`src/rtl/mem_req_arbiter_pkg.sv`:
```
// Shared definitions for the memory request arbiter slice.
//   owner_e                 : which requester a transaction belongs to
//   SIZE_*                  : m_size / data_size encodings
//   DEFAULT_MAX_OUTSTANDING : default depth of the owner FIFO
package mem_arb_pkg;

  typedef enum logic {
    OWNER_INST = 1'b0,
    OWNER_DATA = 1'b1
  } owner_e;

  localparam logic [1:0] SIZE_BYTE = 2'b00;
  localparam logic [1:0] SIZE_HALF = 2'b01;
  localparam logic [1:0] SIZE_WORD = 2'b10;

  localparam int unsigned DEFAULT_MAX_OUTSTANDING = 2;

endpackage

```
`src/rtl/mem_req_arbiter_if.sv`:
```
// SRAM-like shared master bus between the arbiter and the downstream slave.
//   m_req/m_wr/m_size/m_addr/m_wstrb/m_wdata : request, driven by master
//   m_addr_ok                                : slave accepted the request
//   m_data_ok/m_rdata                        : in-order response from slave
interface mem_req_arbiter_if;
  logic        m_req;
  logic        m_wr;
  logic [1:0]  m_size;
  logic [31:0] m_addr;
  logic [3:0]  m_wstrb;
  logic [31:0] m_wdata;
  logic        m_addr_ok;
  logic        m_data_ok;
  logic [31:0] m_rdata;

  modport master (
    output m_req, m_wr, m_size, m_addr, m_wstrb, m_wdata,
    input  m_addr_ok, m_data_ok, m_rdata
  );

  modport slave (
    input  m_req, m_wr, m_size, m_addr, m_wstrb, m_wdata,
    output m_addr_ok, m_data_ok, m_rdata
  );
endinterface

```
`src/rtl/mem_req_arbiter_owner_fifo.sv`:
```
// In-order FIFO of 1-bit transaction owners.
//   clk, rst   : clock, asynchronous active-high reset
//   push_i     : write din_i (ignored when full)
//   din_i      : owner bit to store
//   pop_i      : drop head entry (ignored when empty)
//   head_o     : owner of the oldest entry
//   empty_o    : no entries
//   full_o     : DEPTH entries held
//   count_o    : number of entries held
module owner_fifo #(
  parameter int unsigned DEPTH = 2,
  parameter int unsigned CNT_W = $clog2(DEPTH) + 1
) (
  input  logic             clk,
  input  logic             rst,
  input  logic             push_i,
  input  logic             din_i,
  input  logic             pop_i,
  output logic             head_o,
  output logic             empty_o,
  output logic             full_o,
  output logic [CNT_W-1:0] count_o
);
  localparam int unsigned PTR_W = (DEPTH > 1) ? $clog2(DEPTH) : 1;

  logic [DEPTH-1:0] mem_q;
  logic [PTR_W-1:0] wr_ptr_q, wr_ptr_d;
  logic [PTR_W-1:0] rd_ptr_q, rd_ptr_d;
  logic [CNT_W-1:0] count_q, count_d;
  logic             push_ok, pop_ok;

  assign empty_o = (count_q == '0);
  assign full_o  = (count_q == CNT_W'(DEPTH));
  assign count_o = count_q;
  assign head_o  = mem_q[rd_ptr_q];

  assign push_ok = push_i & ~full_o;
  assign pop_ok  = pop_i & ~empty_o;

  // DEPTH is a power of two, so pointer overflow wraps modulo depth.
  always_comb begin
    wr_ptr_d = wr_ptr_q;
    rd_ptr_d = rd_ptr_q;
    count_d  = count_q;
    if (push_ok) wr_ptr_d = wr_ptr_q + PTR_W'(1);
    if (pop_ok)  rd_ptr_d = rd_ptr_q + PTR_W'(1);
    case ({push_ok, pop_ok})
      2'b10:   count_d = count_q + CNT_W'(1);
      2'b01:   count_d = count_q - CNT_W'(1);
      default: count_d = count_q;
    endcase
  end

  always_ff @(posedge clk or posedge rst) begin
    if (rst) begin
      wr_ptr_q <= '0;
      rd_ptr_q <= '0;
      count_q  <= '0;
    end else begin
      wr_ptr_q <= wr_ptr_d;
      rd_ptr_q <= rd_ptr_d;
      count_q  <= count_d;
    end
  end

  // Storage needs no reset: entries are only read once counted valid.
  always_ff @(posedge clk) begin
    if (push_ok) mem_q[wr_ptr_q] <= din_i;
  end
endmodule

```
`src/rtl/mem_req_arbiter.sv`:
```
// Arbitrates the fetch (inst) and execute (data) requesters onto one
// SRAM-like master port and routes in-order responses back.
//   clk, reset          : clock, asynchronous active-high reset
//   inst_*              : fetch read channel
//   data_*              : load/store channel
//   m                   : shared master bus (mem_req_arbiter_if.master)
//   outstanding         : accepted-but-unanswered transaction count
//   err_spurious        : sticky, response seen with nothing outstanding
module mem_req_arbiter
  import mem_arb_pkg::*;
#(
  parameter int unsigned MAX_OUTSTANDING = DEFAULT_MAX_OUTSTANDING,
  parameter int unsigned CNT_W           = $clog2(MAX_OUTSTANDING) + 1
) (
  input  logic                     clk,
  input  logic                     reset,
  input  logic                     inst_req,
  input  logic [31:0]              inst_addr,
  output logic                     inst_addr_ok,
  output logic                     inst_data_ok,
  output logic [31:0]              inst_rdata,
  input  logic                     data_req,
  input  logic                     data_wr,
  input  logic [1:0]               data_size,
  input  logic [31:0]              data_addr,
  input  logic [3:0]               data_wstrb,
  input  logic [31:0]              data_wdata,
  output logic                     data_addr_ok,
  output logic                     data_data_ok,
  output logic [31:0]              data_rdata,
  mem_req_arbiter_if.master        m,
  output logic [CNT_W-1:0]         outstanding,
  output logic                     err_spurious
);
  logic   lock_valid_q, lock_valid_d;
  owner_e lock_owner_q, lock_owner_d;
  logic   err_q, err_d;
  owner_e owner;
  logic   owner_req;
  logic   fire;
  logic   full, empty, head, pop;

  always_comb begin
    if (lock_valid_q)  owner = lock_owner_q;
    else if (data_req) owner = OWNER_DATA;
    else               owner = OWNER_INST;
  end

  assign owner_req = (owner == OWNER_DATA) ? data_req : inst_req;

  // Reset gates the request combinationally so the bus is quiet the
  // moment reset rises, not only after the registers clear.
  assign m.m_req = ~reset & ~full & owner_req;
  assign fire    = m.m_req & m.m_addr_ok;

  always_comb begin
    m.m_wr    = 1'b0;
    m.m_size  = SIZE_WORD;
    m.m_addr  = inst_addr;
    m.m_wstrb = '0;
    m.m_wdata = '0;
    if (owner == OWNER_DATA) begin
      m.m_wr    = data_wr;
      m.m_size  = data_size;
      m.m_addr  = data_addr;
      m.m_wstrb = data_wstrb;
      m.m_wdata = data_wdata;
    end
  end

  assign inst_addr_ok = fire & (owner == OWNER_INST);
  assign data_addr_ok = fire & (owner == OWNER_DATA);

  // A stalled request holds its grant; a withdrawn request frees it.
  always_comb begin
    lock_valid_d = lock_valid_q;
    lock_owner_d = lock_owner_q;
    if (fire) begin
      lock_valid_d = 1'b0;
    end else if (m.m_req & ~m.m_addr_ok) begin
      lock_valid_d = 1'b1;
      lock_owner_d = owner;
    end else if (lock_valid_q & ~owner_req) begin
      lock_valid_d = 1'b0;
    end
  end

  assign pop   = m.m_data_ok & ~empty;
  assign err_d = err_q | (m.m_data_ok & empty);

  always_ff @(posedge clk or posedge reset) begin
    if (reset) begin
      lock_valid_q <= 1'b0;
      lock_owner_q <= OWNER_INST;
      err_q        <= 1'b0;
    end else begin
      lock_valid_q <= lock_valid_d;
      lock_owner_q <= lock_owner_d;
      err_q        <= err_d;
    end
  end

  owner_fifo #(
    .DEPTH (MAX_OUTSTANDING),
    .CNT_W (CNT_W)
  ) u_owner_fifo (
    .clk     (clk),
    .rst     (reset),
    .push_i  (fire),
    .din_i   (owner == OWNER_DATA),
    .pop_i   (m.m_data_ok),
    .head_o  (head),
    .empty_o (empty),
    .full_o  (full),
    .count_o (outstanding)
  );

  assign inst_data_ok = pop & ~head;
  assign data_data_ok = pop & head;
  assign inst_rdata   = m.m_rdata;
  assign data_rdata   = m.m_rdata;
  assign err_spurious = err_q;
endmodule
```
`src/flat_wrapper.sv`:
```
// flat-port wrapper written by rule: the top's interface ports become plain ports
module mem_req_arbiter_flat import mem_arb_pkg::*;
#(
  parameter int unsigned MAX_OUTSTANDING = DEFAULT_MAX_OUTSTANDING,
  parameter int unsigned CNT_W           = $clog2(MAX_OUTSTANDING) + 1
)
  (clk, reset, inst_req, inst_addr, inst_addr_ok, inst_data_ok, inst_rdata, data_req, data_wr, data_size, data_addr, data_wstrb, data_wdata, data_addr_ok, data_data_ok, data_rdata, outstanding, err_spurious, m_m_req, m_m_wr, m_m_size, m_m_addr, m_m_wstrb, m_m_wdata, m_m_addr_ok, m_m_data_ok, m_m_rdata);
  mem_req_arbiter_if m_i ();
  input  logic clk;
  input  logic reset;
  input  logic inst_req;
  input  logic [31:0] inst_addr;
  output logic inst_addr_ok;
  output logic inst_data_ok;
  output logic [31:0] inst_rdata;
  input  logic data_req;
  input  logic data_wr;
  input  logic [1:0] data_size;
  input  logic [31:0] data_addr;
  input  logic [3:0] data_wstrb;
  input  logic [31:0] data_wdata;
  output logic data_addr_ok;
  output logic data_data_ok;
  output logic [31:0] data_rdata;
  output logic [CNT_W-1:0] outstanding;
  output logic err_spurious;
  output wire logic [$bits(m_i.m_req)-1:0] m_m_req;
  output wire logic [$bits(m_i.m_wr)-1:0] m_m_wr;
  output wire logic [$bits(m_i.m_size)-1:0] m_m_size;
  output wire logic [$bits(m_i.m_addr)-1:0] m_m_addr;
  output wire logic [$bits(m_i.m_wstrb)-1:0] m_m_wstrb;
  output wire logic [$bits(m_i.m_wdata)-1:0] m_m_wdata;
  input wire logic [$bits(m_i.m_addr_ok)-1:0] m_m_addr_ok;
  input wire logic [$bits(m_i.m_data_ok)-1:0] m_m_data_ok;
  input wire logic [$bits(m_i.m_rdata)-1:0] m_m_rdata;
  assign m_m_req = m_i.m_req;
  assign m_m_wr = m_i.m_wr;
  assign m_m_size = m_i.m_size;
  assign m_m_addr = m_i.m_addr;
  assign m_m_wstrb = m_i.m_wstrb;
  assign m_m_wdata = m_i.m_wdata;
  assign m_i.m_addr_ok = m_m_addr_ok;
  assign m_i.m_data_ok = m_m_data_ok;
  assign m_i.m_rdata = m_m_rdata;
  mem_req_arbiter #(.MAX_OUTSTANDING(MAX_OUTSTANDING), .CNT_W(CNT_W)) u_core (.clk(clk), .reset(reset), .inst_req(inst_req), .inst_addr(inst_addr), .inst_addr_ok(inst_addr_ok), .inst_data_ok(inst_data_ok), .inst_rdata(inst_rdata), .data_req(data_req), .data_wr(data_wr), .data_size(data_size), .data_addr(data_addr), .data_wstrb(data_wstrb), .data_wdata(data_wdata), .data_addr_ok(data_addr_ok), .data_data_ok(data_data_ok), .data_rdata(data_rdata), .m(m_i), .outstanding(outstanding), .err_spurious(err_spurious));
endmodule
```
`config.mk`:
```
export PLATFORM = sky130hd
export DESIGN_NAME = mem_req_arbiter_flat
export DESIGN_NICKNAME = d
export VERILOG_FILES = /design/src/rtl/mem_req_arbiter_pkg.sv /design/src/rtl/mem_req_arbiter_if.sv /design/src/rtl/mem_req_arbiter_owner_fifo.sv /design/src/rtl/mem_req_arbiter.sv /design/src/flat_wrapper.sv
export SDC_FILE = /design/constraint.sdc
export NUM_CORES = 1
export LEC_CHECK = 0
export CORE_AREA = 2 2 109 111
export DETAILED_ROUTE_END_ITERATION = 8
export DIE_AREA = 0 0 111 113
export DONT_BUFFER_PORTS = 1
export HOLD_SLACK_MARGIN = 0.06
export PLACE_DENSITY_LB_ADDON = 0.2
export SLEW_MARGIN = 20
export SYNTH_ARGS = -nofsm -noshare
export SYNTH_HDL_FRONTEND = slang
export SYNTH_SLANG_ARGS = --single-unit
export TNS_END_PERCENT = 100
```
`constraint.sdc`:
```
create_clock -name clk -period 5.1 [get_ports clk]
set_input_delay 1.02 -clock clk [delete_from_list [all_inputs] [get_ports clk]]
set_output_delay 1.02 -clock clk [all_outputs]
set_load 0.1 [all_outputs]
```
==> impl_results.md <==
* Core area at 0.0113 mm²
* CTS tree: built
* Die area at 0.0125 mm²
* Post-synthesis sequential area ratio at 13.8%
* Static Leak at 0.639 nW
* Crit-path cells: mux2i_4 > inv_1 > nor2_2
* Post-Syn Area at 0.00171 mm²
* Crit-path slowest cell: nor2_2
* Endpoints failing setup at 0
* I/O pin count at 284
* Final Cycle Share at 72.5%
* Aggregate routed wire length at 4.66 mm
* Hold Crit Class: reg -> reg
* Syn Nets at 327
* Clock Skew at 0.00244 ns
* Antenna cells at 0
* Initial antenna violation count at 2
* Worst skew pair latency at 0.23 ns
* Clk pin slew, worst setup/hold paths at 0.04 ns
* RSZ-0062 raised after global routing: no
* CP max stage delay at 0.86 ns
* Post-CTS Setup Inserts at 0
* Critical path class: in -> out
* Max-Cap Viols at 0
* Final Critical Period at 3.70 ns
* Avg Synthesized Cell Area at 9.25 µm²
* CP endpoint kind: primary output
* Synth top area share at 28.1%
* Vias after detailed routing at 995
* Detailed Place HPWL at 4.04 mm
* Final setup TNS at 0 ns
* Fmax at 270 MHz
* Critical path peak fanout at 17
* Die Y at 113 µm
* WL/cell at 17.6 µm
* PwrDens at 1160 mW/mm²
* Port Buffers at 0
* Syn. warnings at 0
* GP Congestion at 0.635
* Vias in the first global route at 980
* # rows at 39
* Die Width at 111 µm
* Area occupied by multi-input gates at 0.00103 mm²
* Initial DRC count at 24
* H-tree depth at 1
* Flops & latches, synth at 9
* Final nets at 265
* Fillers at 1244
* Register share of total power at 8.7%
* Pin count of the biggest net entering global routing at 37
* Final Core Density at 14.1%
* Slew Limit Headroom at 24.8%
* Layout area overhead at -7.17%
* Area taken by flip-flops and latches at 235 µm²
* NetSw at 1.39 mW
* Initial Utilization at 15.2%
* Layout cells sized above 1 at 69.7%
* Switching share of total power at 75.9%
* Int Power at 0.444 mW
* Vias per cell at 3.75
* # clock sinks at 9
* CTS buffer count at 3
* Required time of the critical path at 4.08 ns
* Max-slew violations at 0
* Status: finished, final reports clean
* All-Layer GR Usage at 6.16%
* Hold Violations, Final at 0
* DRC errors left at 0
* Root buf cell: clkbuf_16
* Resize count post-CTS at 0
* First-pass GRT wire length at 5.91 mm
* Worst Setup Start Kind: input port
* Synth area leaders: buf_4 28%, mux2_4 25%, nor2b_1 15%
* Antenna viol nets, final at 0
* Total congestion overflow at 0
* DRT Pass-1 Iters at 4
* CP arrival at 2.68 ns
* Slew at the pin closest to its max-slew limit at 1.12 ns
* Logic pwr share at 83.9%
* Worst vdd ir at 258 µV
* Post-synth cell types at 25
* CTS max path bufs at 2
* Post-CTS Hold Buffers at 0
* Largest area contributor in the netlist: buf_4
* Clock Power Share at 7.4%
* Cells after Synth at 185
## power groups by stage
stage / Clock, mW / Combinational, mW / Sequential, mW
after detailed placement: 0 / 1.55 / 0.162
after CTS: 0.139 / 1.55 / 0.161
final: 0.136 / 1.54 / 0.161
after floorplan: 0 / 1.65 / 0.192
after global placement: 0 / 1.55 / 0.163
after global routing: 0.145 / 1.57 / 0.164
## cell usage after synthesis
| cell type | number |
|---|---|
| dfrtp_1 | 7 |
| buf_2 | 1 |
| a21oi_2 | 1 |
| nor2b_1 | 40 |
| mux2i_4 | 1 |
| xor2_1 | 1 |
| mux2_2 | 3 |
| nor2_1 | 9 |
| mux2_4 | 29 |
| a21o_1 | 1 |
| buf_4 | 64 |
| a32o_1 | 1 |
| clkbuf_1 | 3 |
| nand2_1 | 1 |
| or2_1 | 1 |
| inv_1 | 5 |
| o2111ai_2 | 1 |
| ha_1 | 1 |
| mux2i_1 | 2 |
| xnor2_1 | 4 |
| edfxtp_1 | 2 |
| nand3_1 | 1 |
| a211oi_1 | 1 |
| buf_6 | 3 |
| o21ai_0 | 2 |
## stage by stage
| step | power (mW) | hold WS (ns) | cell area, µm² | setup WS, ns | instances |
|---|---|---|---|---|---|
| floorplan | 1.84 | 0.468 | 1710 | 1.16 | 185 |
| global placement | 1.71 | 0.489 | 1510 | 1.40 | 261 |
| detailed placement | 1.71 | 0.491 | 1510 | 1.36 | 261 |
| CTS | 1.85 | 0.499 | 1590 | 1.36 | 265 |
| global route | 1.88 | 0.524 | 1590 | 1.28 | 265 |
| finish | 1.84 | 0.495 | 1590 | 1.40 | 265 |
## sequential cells by signal, indices dropped and copies added (netlist names)
name and flops:
u_core.err_spurious 1, u_core.u_owner_fifo.count_o 2, u_core.lock_valid_q 1, u_core.u_owner_fifo.mem_q 2, u_core.lock_owner_q 1, u_core.u_owner_fifo.rd_ptr_q 1
u_core.u_owner_fifo.wr_ptr_q 1
## worst max-delay path: cells and delay by family
kind                   cells  cell delay (ns)
buffers and inverters      1             0.18
multiplexers               1             0.60
AND/OR/NAND/NOR            1             0.86
## cell usage in the layout (no fill, tap or decap), types with 2 or more instances in the layout
master	instances
clkbuf_16	3
buf_4	3
mux2_4	29
mux2i_1	2
o21ai_0	2
nor2b_2	40
nor2_1	6
xnor2_1	4
nor2_2	3
mux2_2	3
inv_1	5
edfxtp_1	2
dfrtp_1	7
## path summary, 6_finish.rpt
check	cells past startpoint	startpoint	slack, ns	endpoint
min	1	u_core.u_owner_fifo.wr_ptr_q	0.50	u_core.u_owner_fifo.wr_ptr_q
max in group asynchronous	1	reset	4.27	u_core.u_owner_fifo.rd_ptr_q
min reg2reg	1	u_core.u_owner_fifo.wr_ptr_q	0.50	u_core.u_owner_fifo.wr_ptr_q
max	3	data_req	1.40	inst_addr_ok
max reg2reg	6	u_core.u_owner_fifo.count_o[1]	2.76	u_core.u_owner_fifo.count_o[1]
min in group asynchronous	1	reset	0.61	u_core.err_spurious
## per-layer routing
layer,global-route usage (%),up-vias,wire length [µm]
li1,-,406,-
met3,3.80,29,772
met2,8.96,138,1990
met4,3.08,4,160
met5,0,-,24
met1,7.09,418,1710
## cells by family after synthesis
family                     share of synthesized area [%]
adders and majority gates                          0.731
xor gates and xnor gates                            2.56
buffers and inverters                               32.1
AOI/OAI and AO/OA                                   3.44
and+or+nand+nor                                     17.5
DFF                                                 13.8
muxes                                               29.9
## layout make-up
cell class,instances,area share (%)
well taps,143,11.3
inverters,5,1.18
repair buffers,4,2.68
multi-input cells,100,65.1
flip-flops and latches,9,14.8
clock buffers,4,4.96
Power figures use the tool's default switching activity.
